## src/rtl/atm_seq_pkg.sv

```systemverilog
// Shared definitions for the ATM frame sequencer.
package atm_seq_pkg;

    localparam int unsigned NUM_CH = 8;
    localparam int unsigned WORD_W = 16;
    localparam int unsigned CH_W   = $clog2(NUM_CH);

    typedef enum logic [2:0] {
        ST_IDLE,
        ST_SELECT,
        ST_WAIT,
        ST_WRITE,
        ST_GAP
    } atm_seq_state_t;

endpackage

```

## src/rtl/atm_frame_sequencer_next_ch.sv

```systemverilog
// atm_next_ch: finds the next enabled channel in a mask.
// first=1: lowest set bit of mask; is_last when no other bit is set.
// first=0: lowest set bit above idx; is_last when nothing lies above idx.
module atm_next_ch
    import atm_seq_pkg::*;
(
    input  logic [NUM_CH-1:0] mask,
    input  logic [CH_W-1:0]   idx,
    input  logic              first,
    output logic [CH_W-1:0]   next_idx,
    output logic              is_last
);

    logic found;
    logic more;

    // Priority scan from channel 0 upward; the first candidate wins.
    always_comb begin
        next_idx = '0;
        found    = 1'b0;
        more     = 1'b0;
        for (int unsigned i = 0; i < NUM_CH; i++) begin
            if (mask[i] && (first || (i > 32'(idx)))) begin
                if (!found) begin
                    next_idx = CH_W'(i);
                    found    = 1'b1;
                end else begin
                    more = 1'b1;
                end
            end
        end
        is_last = first ? !more : !found;
    end

endmodule

```

## src/rtl/atm_frame_sequencer.sv

```systemverilog
// atm_frame_sequencer: scans enabled ATM channels, requests one ADC
// conversion per channel and writes each result as one frame FIFO word.
module atm_frame_sequencer
    import atm_seq_pkg::*;
#(
    parameter int unsigned       TIMEOUT_CYCLES = 255,
    parameter logic [WORD_W-1:0] TIMEOUT_DATA   = 16'hFFFF
)(
    input  logic              sample_clk,
    input  logic              reset_n,
    input  logic              enable,
    input  logic [NUM_CH-1:0] ch_mask,
    input  logic [15:0]       frame_period,
    input  logic              clear_err,
    input  logic              adc_done,
    input  logic [WORD_W-1:0] adc_data,
    output logic              adc_start,
    output logic [CH_W-1:0]   adc_chsel,
    output logic              done,
    output logic [WORD_W-1:0] data_in,
    output logic [CH_W-1:0]   atmchsel,
    output logic              last_word,
    output logic              busy,
    output logic [15:0]       frame_count,
    output logic              timeout_err,
    output logic              overrun_err
);

    localparam logic [15:0] TO_LAST = 16'(TIMEOUT_CYCLES - 1);

    atm_seq_state_t state, next_state;

    logic [NUM_CH-1:0] mask_q,     mask_d;
    logic [CH_W-1:0]   ch_idx,     ch_idx_d;
    logic [15:0]       period_cnt, period_d;
    logic [15:0]       to_cnt,     to_d;
    logic [15:0]       period_inc;
    logic [15:0]       fcount_d;
    logic [WORD_W-1:0] data_d;
    logic [CH_W-1:0]   atmchsel_d;
    logic adc_start_d, done_d, last_d, busy_d, to_err_d, ovr_err_d;

    logic              scan_first;
    logic [NUM_CH-1:0] scan_mask;
    logic [CH_W-1:0]   scan_idx;
    logic              scan_last;
    logic can_start, period_reached, conv_end, frame_start;

    assign period_inc     = (period_cnt == '1) ? period_cnt : period_cnt + 16'd1;
    assign can_start      = enable && (ch_mask != '0);
    assign period_reached = (frame_period == '0) || (period_cnt >= frame_period - 16'd1);
    assign conv_end       = adc_done || (to_cnt == TO_LAST);

    // One scanner serves both roles: in IDLE/GAP it looks at the live mask
    // for a frame start, elsewhere it advances through the latched mask.
    assign scan_first = (state == ST_IDLE) || (state == ST_GAP);
    assign scan_mask  = scan_first ? ch_mask : mask_q;
    assign frame_start = scan_first && (next_state == ST_SELECT);

    // The mux channel is the current channel register, stable through WAIT.
    assign adc_chsel = ch_idx;

    atm_next_ch u_next_ch (
        .mask     (scan_mask),
        .idx      (ch_idx),
        .first    (scan_first),
        .next_idx (scan_idx),
        .is_last  (scan_last)
    );

    // State register.
    always_ff @(posedge sample_clk or negedge reset_n) begin
        if (!reset_n) state <= ST_IDLE;
        else          state <= next_state;
    end

    // Next-state decode.
    always_comb begin
        next_state = state;
        case (state)
            ST_IDLE:   if (can_start) next_state = ST_SELECT;
            ST_SELECT: next_state = ST_WAIT;
            ST_WAIT:   if (conv_end) next_state = ST_WRITE;
            ST_WRITE:  next_state = scan_last ? ST_GAP : ST_SELECT;
            ST_GAP:    if (period_reached) next_state = can_start ? ST_SELECT : ST_IDLE;
            default:   next_state = ST_IDLE;
        endcase
    end

    // Next values for the datapath and outputs; everything is registered so
    // each strobe is decided one state earlier than the cycle it appears in.
    always_comb begin
        mask_d      = mask_q;
        ch_idx_d    = ch_idx;
        period_d    = period_cnt;
        to_d        = to_cnt;
        adc_start_d = (next_state == ST_SELECT);
        done_d      = 1'b0;
        data_d      = data_in;
        atmchsel_d  = atmchsel;
        last_d      = 1'b0;
        busy_d      = (next_state != ST_IDLE);
        fcount_d    = frame_count;
        to_err_d    = timeout_err & ~clear_err;
        ovr_err_d   = overrun_err & ~clear_err;

        if (state != ST_IDLE) period_d = period_inc;

        case (state)
            ST_SELECT: to_d = '0;
            ST_WAIT: begin
                to_d = to_cnt + 16'd1;
                if (conv_end) begin
                    done_d     = 1'b1;
                    data_d     = adc_done ? adc_data : TIMEOUT_DATA;
                    atmchsel_d = ch_idx;
                    last_d     = scan_last;
                    if (!adc_done) to_err_d = 1'b1;
                end
            end
            ST_WRITE: begin
                if (scan_last) begin
                    fcount_d = frame_count + 16'd1;
                    if ((frame_period != '0) && (period_inc >= frame_period)) ovr_err_d = 1'b1;
                end else begin
                    ch_idx_d = scan_idx;
                end
            end
            default: ;
        endcase

        if (frame_start) begin
            mask_d   = ch_mask;
            ch_idx_d = scan_idx;
            period_d = '0;
        end
    end

    // Datapath and output registers.
    always_ff @(posedge sample_clk or negedge reset_n) begin
        if (!reset_n) begin
            mask_q      <= '0;
            ch_idx      <= '0;
            period_cnt  <= '0;
            to_cnt      <= '0;
            adc_start   <= 1'b0;
            done        <= 1'b0;
            data_in     <= '0;
            atmchsel    <= '0;
            last_word   <= 1'b0;
            busy        <= 1'b0;
            frame_count <= '0;
            timeout_err <= 1'b0;
            overrun_err <= 1'b0;
        end else begin
            mask_q      <= mask_d;
            ch_idx      <= ch_idx_d;
            period_cnt  <= period_d;
            to_cnt      <= to_d;
            adc_start   <= adc_start_d;
            done        <= done_d;
            data_in     <= data_d;
            atmchsel    <= atmchsel_d;
            last_word   <= last_d;
            busy        <= busy_d;
            frame_count <= fcount_d;
            timeout_err <= to_err_d;
            overrun_err <= ovr_err_d;
        end
    end

endmodule

```

## config.mk

```make
export PLATFORM = sky130hd
export DESIGN_NAME = atm_frame_sequencer
export DESIGN_NICKNAME = d
export VERILOG_FILES = /design/src/rtl/atm_seq_pkg.sv /design/src/rtl/atm_frame_sequencer_next_ch.sv /design/src/rtl/atm_frame_sequencer.sv
export SDC_FILE = /design/constraint.sdc
export NUM_CORES = 1
export LEC_CHECK = 0
export CAP_MARGIN = 0
export CORE_MARGIN = 5
export CORE_UTILIZATION = 50
export CTS_CLUSTER_SIZE = 20
export DETAILED_ROUTE_END_ITERATION = 8
export PLACE_DENSITY = 0.76
export SYNTH_ARGS = -nofsm -noshare
export SYNTH_HDL_FRONTEND = slang
export SYNTH_SLANG_ARGS = --single-unit
```

## constraint.sdc

```tcl
create_clock -name sample_clk -period 3.8 [get_ports sample_clk]
set_input_delay 0.95 -clock sample_clk [delete_from_list [all_inputs] [get_ports sample_clk]]
set_output_delay 0.95 -clock sample_clk [all_outputs]
set_load 0.03 [all_outputs]
```

Word level (Yosys, flattened, before mapping)
Index checks and enable logic that the tools add are counted.
{ "classes": {"addsub": 4, "order_cmp": 9, "n_eq_ne": 8, "mux": 62, "bitwise_logic": 3, "n_reduce_logical": 35} }
{ "op_table": {"columns": ["cell", "n"], "rows": [
  ["$mux 16", 4],
  ["$mux 3", 20],
  ["$add 16x1->16 const B", 3],
  ["$mux 1", 35],
  ["$ge 16x16->1", 2],
  ["$pmux 16 s2", 1],
  ["$eq 16x16->1 const B", 1],
  ["$eq 16x8->1 const B", 1],
  ["$logic_not 16->1", 1],
  ["$reduce_bool 16->1", 1],
  ["$sub 16x1->16 const B", 1],
  ["$pmux 3 s5", 1],
  ["$gt 3x3->1 const A", 4],
  ["$logic_and 1x1->1", 11],
  ["$logic_or 1x1->1", 10],
  ["$mux 8", 1],
  ["$reduce_bool 8->1", 1],
  ["$eq 3x1->1 const B", 2],
  ["$eq 3x2->1 const B", 2],
  ["$gt 2x3->1 const A", 2],
  ["$reduce_and 2->1", 3],
  ["$reduce_bool 2->1", 3],
  ["$reduce_bool 3->1", 2],
  ["$eq 3x3->1 const B", 1],
  ["6 further kinds", 8]
]} }
{ "totals": {"register_bits": 87, "in_bits": 45, "output_inout_bits": 44, "elab_cells": 135} }

Logic depth before layout (Yosys ltp)
Gate-level depths: netlist (run 1).
{ "logic_depth": {"depth_word": 27, "ltp_mapped": 15, "depth_no_buf": 13} }

By module
From an unflattened synthesis (run 1), not the netlist that was laid out.
{ "hier_totals": {"cells_unflattened": 592, "area_unflattened_um2": 5621.6} }
{ "modules_own_cells": {"columns": ["module", "n_inst", "cells_each", "area_each_um2", "seq_area_each_um2"], "rows": [
  ["atm_frame_sequencer", 1, 547, 5280.1, 2177.1],
  ["atm_next_ch", 1, 45, 341.6, 0.0]
]} }

Least setup slack after synthesis (run 1)
Ideal clock, no wire load.
{ "synth_timing": {"path_type": "input port to flip-flop", "start": "input port frame_period[9]", "end": "register busy", "t_arrival_ns": 3.920, "t_required_ns": 3.669, "slack_ns": -0.251, "stages": 14, "n_path_buf": 1, "path_cell_list": "or4_4 or3_4 nor3_1 nand3_1 xnor2_1 ha_1 and3_1 nand4_1 a21oi_1 a21oi_1 a31oi_4 a21o_1 buf_6 or3_1"} }
{ "synth_between": {"elab_chain_cells": 6} }
{ "synth_rtl": {"columns": ["item", "line_no", "rtl"], "rows": [
  ["start, declared", "atm_frame_sequencer.sv:13", "input logic [15:0] frame_period,"],
  ["$sub 16x1->16", "atm_frame_sequencer.sv:51", "assign period_reached = (frame_period == '0) || (period_cnt >= frame_period - 16'd1);"],
  ["$ge 16x16->1", "atm_frame_sequencer.sv:51", null],
  ["$logic_or 1x1->1 *", "atm_frame_sequencer.sv:51", null],
  ["$mux 3 *", "atm_frame_sequencer.sv:85", "ST_GAP: if (period_reached) next_state = can_start ? ST_SELECT : ST_IDLE;"],
  ["$pmux 3 s5 *", "atm_frame_sequencer.sv:80", "case (state)"],
  ["$reduce_bool 3->1 *", "atm_frame_sequencer.sv:102", "busy_d = (next_state != ST_IDLE);"],
  ["net busy_d", "atm_frame_sequencer.sv:41", "logic adc_start_d, done_d, last_d, busy_d, to_err_d, ovr_err_d;"],
  ["end signal, assigned", "atm_frame_sequencer.sv:165", "busy <= busy_d;"],
  ["end, declared", "atm_frame_sequencer.sv:23", "output logic busy,"]
]} }
The timed path passes the listed nets; every way through them passes the cells marked *.
A chain may end at the register's enable or synchronous reset.

Worst setup path in the final report (run 1)
{ "layout_timing": {"start": "input port frame_period[6]", "end": "register mask_q[3]"} }
{ "layout_between": {"elab_chain_cells": 7} }
{ "layout_rtl": {"columns": ["item", "line_no", "rtl"], "rows": [
  ["$sub 16x1->16", "atm_frame_sequencer.sv:51", null],
  ["$ge 16x16->1", "atm_frame_sequencer.sv:51", null],
  ["$logic_or 1x1->1 *", "atm_frame_sequencer.sv:51", null],
  ["$mux 3 *", "atm_frame_sequencer.sv:85", null],
  ["$pmux 3 s5 *", "atm_frame_sequencer.sv:80", null],
  ["$eq 3x1->1 *", "atm_frame_sequencer.sv:58", "assign frame_start = scan_first && (next_state == ST_SELECT);"],
  ["$logic_and 1x1->1 *", "atm_frame_sequencer.sv:58", null],
  ["end signal, assigned", "atm_frame_sequencer.sv:156", "mask_q <= mask_d;"],
  ["end, declared", "atm_frame_sequencer.sv:33", "logic [NUM_CH-1:0] mask_q, mask_d;"]
]} }
Every way passes the cells marked *; elsewhere a longest branch is shown, timed or not.

==> results of run 1 <==
[per-stage QoR]
stage,util (%),area (µm²),setup TNS (ns)
detailed placement,63.6,6540,-14.94
floorplan,-,5250,-0.432
global route,67.4,6930,-0.496
finish,67.4,6930,0
global placement,63.6,6540,-13.69
CTS,66.7,6860,0
[registers in the layout (all words and copies together) (netlist names)]
name / count
mask_q: 7
last_word: 1
data_in: 16
state: 3
done: 1
period_cnt: 16
timeout_err: 1
frame_count: 16
adc_chsel: 3
to_cnt: 16
busy: 1
overrun_err: 1
atmchsel: 3
adc_start: 1
[worst max-delay path: stages]
cell and delay [ns]:
buf_6 0.09, or4_4 0.53, or3_4 0.38, nor3_4 0.20, nand3_2 0.10, xnor2_1 0.14
ha_1 0.29, and3_4 0.17, nand4_1 0.10, a21oi_2 0.15, a21oi_2 0.10, a31oi_4 0.28
buf_8 0.19, mux2_4 0.31
[metal layers]
metal | track usage, % | up-vias
li1 | - | 2257
met1 | 27.5 | 2299
met2 | 40.2 | 91
met3 | 3.99 | 18
met4 | 5.61 | 0
met5 | 0 | -
[layout make-up]
cell class | count | area (µm²)
fill | 850 | 3350
multi-input combinational | 424 | 3020
sequential | 86 | 2150
timing repair buffer | 137 | 1250
tap | 136 | 170
clock inverter | 7 | 128
clock buffer | 9 | 124
inverter | 24 | 90.1
[repair_timing]
| item | CTS | global route |
|---|---|---|
| endpoints found under the setup margin | 25 | 25 |
| pin swaps | 11 | 13 |
| resized for setup | 23 | 15 |
| gates cloned | 0 | 0 |
| setup buffers | 2 | 3 |
| hold endpoints to repair | 0 | 0 |
[logic make-up (layout without fill, tap and decap cells)]
| family | Yosys count | in the layout | share of synthesized area [%] |
|---|---|---|---|
| adder cells (fa/ha/maj) | 38 | 38 | 9.09 |
| buffers and inverters | 44 | 177 | 3.44 |
| AO/OA/AOI/OAI | 110 | 110 | 14.2 |
| flip-flops | 86 | 86 | 41.1 |
| XOR/XNOR | 46 | 46 | 7.70 |
| multiplexers | 17 | 17 | 3.63 |
| AND/OR/NAND/NOR | 213 | 213 | 20.9 |
[worst max-delay path by stage]
stage          cells after the start                  endpoint
2_1_floorplan                     14            busy$_DFF_PN0_
3_3_place_gp                      14  adc_chsel[0]$_DFFE_PN0P_
3_5_place_dp                      14  adc_chsel[0]$_DFFE_PN0P_
4_1_cts                           14     mask_q[5]$_DFFE_PN0N_
5_1_grt                           14            busy$_DFF_PN0_
6_report                          14     mask_q[3]$_DFFE_PN0N_
[power by group through the flow]
| stage | Combinational (W) | Clock (W) | Sequential (W) |
|---|---|---|---|
| after floorplan | 0.00102 | 0 | 0.00158 |
| after global placement | 0.00188 | 0 | 0.00137 |
| after detailed placement | 0.00193 | 0 | 0.00138 |
| after CTS | 0.00200 | 0.000824 | 0.00136 |
| after global routing | 0.00222 | 0.000868 | 0.00141 |
| final | 0.00204 | 0.000809 | 0.00137 |
[cell usage in the layout, fill, tap and decap left out, types with 4 or more instances in the layout]
cell / n
a31oi_1: 7
buf_4: 48
dfrtp_1: 86
and4_1: 4
clkdlybuf4s50_1: 82
nor4_1: 5
clkbuf_8: 9
nor3_1: 11
inv_1: 24
xnor2_1: 33
xor2_1: 13
nand2_1: 52
nor2_1: 46
nand3_1: 33
mux2_2: 7
mux2_4: 9
nand4_1: 16
a21oi_1: 17
a21o_1: 5
o22a_1: 16
o21ai_0: 30
o211ai_1: 4
and3_1: 10
ha_1: 38
a211oi_1: 4
==> impl_summary.log, run 1 <==
INFO  metric dr_total_vias = 4665
INFO  metric vias_per_cell = between 5 and 6
INFO  metric grt_pass1_vias = between 4000 and 5000
INFO  metric synth_async_sr_flop_share = 100%
INFO  metric clock-sinks = 86
INFO  metric setup-violations-final = 0
INFO  metric post_synth.cell_area_avg = about 9.4 µm²
INFO  metric overflow = 0
INFO  metric clock_power_share = a little under a fifth
INFO  metric die-width = roughly 110 µm
INFO  metric total_power = approximately 0.0042 W
INFO  metric synth-main-ff-cell = dfrtp_1
INFO  metric powerDensity = about 610 nW/µm²
INFO  metric drv_slew = 0
INFO  metric min_delay_worst_endpoint = frame_count[15]$_DFFE_PN0P_
INFO  metric htree_levels = 3
INFO  metric dp_worst_setup_slack = -0.661 ns
INFO  metric met3_wl = between 500 and 600 µm
INFO  metric power.combinational.fraction = between 40% and 50%
INFO  metric timing.final.ws_setup = 0.0597 ns
INFO  metric numCtsBuffers = 9
INFO  metric die_area = about 13000 µm²
INFO  metric ys_top_cells_by_count = dfrtp_1 (86), nand2_1 (53), nor2_1 (46)
INFO  metric fin_cells = 823
INFO  metric worst-r2r-setup-slack = 0.21 ns
INFO  metric largest_net_degree_at_the_start_of_global_routing = 87
INFO  metric dp.cells = 802
INFO  metric post_synth_inst_count = between 500 and 600
INFO  metric timing.critical_path.from_type = input port
INFO  metric fin_nets = approximately 770
INFO  metric finalCriticalPeriod = ~3.7 ns
INFO  metric post-synth-top-area-cell = dfrtp_1
INFO  metric maxUsedRoutingLayer = met4
INFO  metric cts_max_path_buffers = 2
INFO  metric floorplan.rows = 37
INFO  metric setup.worst_path.start = frame_period[6]
INFO  metric min-delay-start = frame_count[15]$_DFFE_PN0P_
INFO  metric initial_standard_cell_utilization_of_the_core = about 51%
INFO  metric die_y = 112 µm
INFO  metric detailed_place_hpwl = between 10000 and 15000 µm
INFO  metric run_status = completed
INFO  metric detailroute.wirelength.met2 = around 7200 µm
INFO  metric synth.lib_cells_used.distinct = 62
INFO  metric final_hold_viol_count = 0
INFO  metric reg2reg_to = overrun_err$_DFF_PN0_
INFO  metric port_buffers = just under 90
INFO  metric core_area = between 10000 and 15000 µm²
INFO  metric io_pins = 89
INFO  metric critPathMaxFanout = 8
INFO  metric max-slew-margin-rel = between 20 and 30%
INFO  metric cts-hold-fix-buffers = 0
INFO  metric synth.net_count = ~640
INFO  metric grt.total_usage = approximately 22%
INFO  metric worst_slew_pin_slew = roughly 1.1 ns
INFO  metric synth_area = 5230 µm²
INFO  metric whs_path_depth = 1
INFO  metric worst_setup_hold_path_clk_slew = approximately 0.10 ns
INFO  metric ys_ff_latch = between 80 and 90
INFO  metric criticalPathCategory = in2reg
INFO  metric clk_root_buffer_cell = clkbuf_8
INFO  metric wire_length_of_the_first_global_routing_pass = roughly 23000 µm
INFO  metric count_of_synthesis_stage_warnings_from_yosys = 0
INFO  metric rr_startpoint = period_cnt[0]$_DFFE_PN0P_
INFO  metric switching_power = 0.00168 W
INFO  metric routedLengthMet1 = 5860 µm
INFO  metric most_frequently_used_cell_type_in_the_post_synthesis_netlist = dfrtp_1
INFO  metric maxCapViolations = 0
INFO  metric finalClockSkew = between 0.01 and 0.015 ns
INFO  metric worst_skew_pair.late_latency = approximately 0.36 ns
INFO  metric area_delta_synth_final = 32.4%
INFO  metric drt_iter0_drc = 204
INFO  metric timing.critical_path.required = a little over 4 ns
INFO  metric synth_enable_flop_cells = 0
INFO  metric dr_wl_cell = 16.8 µm
INFO  metric cellInternalPower = 0.00253 W
INFO  metric synth_sequential_area_ratio = 41.1%
INFO  metric min_period_over_period = 98.4%
INFO  metric tritoncts = yes
INFO  metric timing.critical_path.to_type = register
INFO  metric initial_antenna_violation_count = 0
INFO  metric wirelength = around 14000 µm
INFO  metric weighted_congestion_reported_at_the_end_of_routability_driven_placement = 0.900
INFO  metric min_path_type = reg2reg
INFO  metric rsz0062_at_grt = yes
INFO  metric switching_share = approximately two fifths
INFO  metric worstRegToRegCells = 13
INFO  metric route.antenna.remaining_nets = 0
INFO  metric diodes = 0
INFO  metric ir_drop = between 0.3 and 0.4 mV
INFO  metric post-route-drc-count = 0
INFO  metric post-synth-top-area-fraction = 41.1%
INFO  metric synth.top_cells.by_area = dfrtp_1 (41%), ha_1 (9.1%), xnor2_1 (5.5%)
INFO  metric achievable-frequency = 0.267 GHz
INFO  metric static_leakage = 3.10 nW
INFO  metric first_pass_iters = 7
INFO  metric worst_hold_slack = roughly 0.48 ns
INFO  metric worst-endpoint-arrival = roughly 4 ns
INFO  metric p_seq_share = between 30% and 40%
INFO  metric final_layout_size_suffix_gt1_share = between 10% and 20%
Note: power is estimated with default switching activity, not from simulation.
==> run 2: changes to the inputs <==
Settings changed: SLEW_MARGIN set to 20.
==> impl_summary.log, run 2 (synthesized netlist as in run 1, its figures left out) <==
INFO  metric run_status = completed
INFO  metric rsz0062_at_grt = yes
INFO  metric drv_slew = 0 (unchanged)
INFO  metric critPathMaxFanout = 8 (unchanged)
INFO  metric first_pass_iters = 5 (-2)
INFO  metric core_area = 10300 µm² (unchanged)
INFO  metric achievable-frequency = 0.267 GHz (about the same)
INFO  metric die_area = 12600 µm² (unchanged)
INFO  metric rr_startpoint = period_cnt[0]$_DFFE_PN0P_
INFO  metric port_buffers = 88 (unchanged)
INFO  metric initial_antenna_violation_count = 0 (unchanged)
INFO  metric initial_standard_cell_utilization_of_the_core = 50.9% (unchanged)
INFO  metric max-slew-margin-rel = 47.5% (+21 points)
INFO  metric largest_net_degree_at_the_start_of_global_routing = 87 (unchanged)
INFO  metric final_cell_mix = dfrtp_1 (86), clkdlybuf4s50_1 (82), nand2_1 (52), buf_4 (47), nor2_1 (46)
INFO  metric criticalPathCategory = in2reg
INFO  metric worst-endpoint-arrival = 3.98 ns (about the same)
INFO  metric final_hold_viol_count = 0 (unchanged)
INFO  metric worst-r2r-setup-slack = 0.22 ns (about the same)
INFO  metric min_period_over_period = 98.4% (about the same)
INFO  metric dp.cells = 802 (unchanged)
INFO  metric fin_cells = 823 (unchanged)
INFO  metric cts-hold-fix-buffers = 0 (unchanged)
INFO  metric final_layout_size_suffix_gt1_share = 15.6% (unchanged)
INFO  metric worst_hold_slack = 0.484 ns (-0.000689 ns)
INFO  metric floorplan.rows = 37 (unchanged)
INFO  metric wire_length_of_the_first_global_routing_pass = 23200 µm (unchanged)
INFO  metric reg2reg_to = overrun_err$_DFF_PN0_
INFO  metric timing.final.ws_setup = 0.0591 ns (-0.000535 ns)
INFO  metric weighted_congestion_reported_at_the_end_of_routability_driven_placement = 0.900 (unchanged)
INFO  metric finalCriticalPeriod = 3.74 ns (+0.000535 ns)
INFO  metric clock-sinks = 86 (unchanged)
INFO  metric drt_iter0_drc = 220 (+7.8%)
INFO  metric die-width = 112 µm (unchanged)
INFO  metric die_y = 112 µm (unchanged)
INFO  metric placedInstanceArea = 6540 µm² (unchanged)
INFO  metric worstRegToRegCells = 13 (unchanged)
INFO  metric fillerInstances = 850 (unchanged)
INFO  metric detailed_place_hpwl = 10400 µm (unchanged)
INFO  metric mostFrequentLayoutCell = dfrtp_1
INFO  metric setup-violations-final = 0 (unchanged)
INFO  metric post-route-drc-count = 0 (unchanged)
INFO  metric io_pins = 89 (unchanged)
INFO  metric worst_skew_pair.late_latency = 0.36 ns (about the same)
INFO  metric cts_max_path_buffers = 2 (unchanged)
INFO  metric setup.worst_path.end = mask_q[5]$_DFFE_PN0N_
INFO  metric grt_pass1_vias = 4713 (unchanged)
INFO  metric setup.worst_path.start = frame_period[6]
INFO  metric worst_slew_pin_slew = 0.788 ns (-0.310 ns)
INFO  metric wirelength = 13800 µm (about the same)
INFO  metric fin_area = 6930 µm² (about the same)
INFO  metric diodes = 0 (unchanged)
INFO  metric area_delta_synth_final = 32.5% (about the same)
INFO  metric ir_drop = 0.388 mV (about the same)
INFO  metric timing.critical_path.required = 4.04 ns (about the same)
INFO  metric htree_levels = 3 (unchanged)
INFO  metric timing.critical_path.from_type = input port
INFO  metric min_path_type = reg2reg
INFO  metric fin_nets = 765 (unchanged)
INFO  metric numCtsBuffers = 9 (unchanged)
INFO  metric route.antenna.remaining_nets = 0 (unchanged)
INFO  metric timing.critical_path.to_type = register
INFO  metric finalClockSkew = 0.0148 ns (+0.000774 ns)
INFO  metric tritoncts = yes
INFO  metric static_leakage = 3.10 nW (about the same)
INFO  metric dr_total_vias = 4702 (+0.79%)
INFO  metric sum_of_negative_setup_slack = 0 ns (unchanged)
INFO  metric worst_setup_hold_path_clk_slew = 0.10 ns (about the same)
INFO  metric dr_wl_cell = 16.8 µm (about the same)
INFO  metric maxCapViolations = 0 (unchanged)
INFO  metric vias_per_cell = 5.71 (+0.79%)
INFO  metric dp_worst_setup_slack = -0.661 ns (unchanged)
INFO  metric clk_root_buffer_cell = clkbuf_8
INFO  metric powerDensity = 609 nW/µm² (+0.10%)
INFO  metric overflow = 0 (unchanged)
INFO  metric grt.total_usage = 22.3% (unchanged)
[run 2: cell counts in the layout (fill, tap and decap cells not counted)]
Identical to the previous run, type by type.
[run 2: per-stage QoR]
step / util [%] / power, W
2_1_floorplan: - / 0.00260
6_report: 67.5 / 0.00422
5_1_grt: 67.5 / 0.00449
3_3_place_gp: 63.6 / 0.00325
3_5_place_dp: 63.6 / 0.00331
4_1_cts: 66.7 / 0.00419
[run 2: what timing repair did]
action	CTS	global route
setup endpoints to repair	25	25
gates resized for setup	23	15
endpoints found under the hold margin	0	0
pin swaps	11	13
buffers inserted	2	3
[run 2: layer usage]
| metal | global-route usage (%) | routed length [µm] |
|---|---|---|
| met5 | 0 | 0 |
| met4 | 5.61 | 206 |
| met3 | 3.99 | 559 |
| met2 | 40.2 | 7280 |
| met1 | 27.5 | 5770 |
[run 2: critical path, cell delays in order]
cell and delay (ns):
buf_6 0.09, or4_4 0.53, or3_4 0.38, nor3_4 0.20, nand3_2 0.10, xnor2_1 0.14, ha_1 0.29, and3_4 0.17
nand4_1 0.10, a21oi_2 0.15, a21oi_2 0.10, a31oi_4 0.28, buf_8 0.19, mux2_4 0.30
[run 2: final cells by class]
type	instances	area (µm²)	share of cell area, %
Clock buffer	9	124	1.79
Inverter	24	90.1	1.30
Tap cell	136	170	2.45
Timing Repair Buffer	137	1250	18.1
Sequential cell	86	2150	31.0
Multi-Input combinational cell	424	3020	43.5
Clock inverter	7	128	1.84
[run 2: how the worst min path moves through the flow]
stage,start,to,slack (ns),cells after the start
2_1_floorplan,mask_q[3]$_DFFE_PN0N_,mask_q[3]$_DFFE_PN0N_,0.45,1
3_3_place_gp,frame_count[15]$_DFFE_PN0P_,frame_count[15]$_DFFE_PN0P_,0.46,1
3_5_place_dp,frame_count[15]$_DFFE_PN0P_,frame_count[15]$_DFFE_PN0P_,0.47,1
4_1_cts,frame_count[15]$_DFFE_PN0P_,frame_count[15]$_DFFE_PN0P_,0.49,1
5_1_grt,to_cnt[7]$_DFFE_PN0P_,to_cnt[7]$_DFFE_PN0P_,0.51,1
6_report,frame_count[15]$_DFFE_PN0P_,frame_count[15]$_DFFE_PN0P_,0.48,1
[run 2: power breakdown]
group / switching (W) / internal, W / total (W)
combinational: 0.00111 / 0.000938 / 0.00205
clock: 0.000365 / 0.000447 / 0.000812
sequential: 0.000217 / 0.00115 / 0.00137
total: 0.00169 / 0.00253 / 0.00422
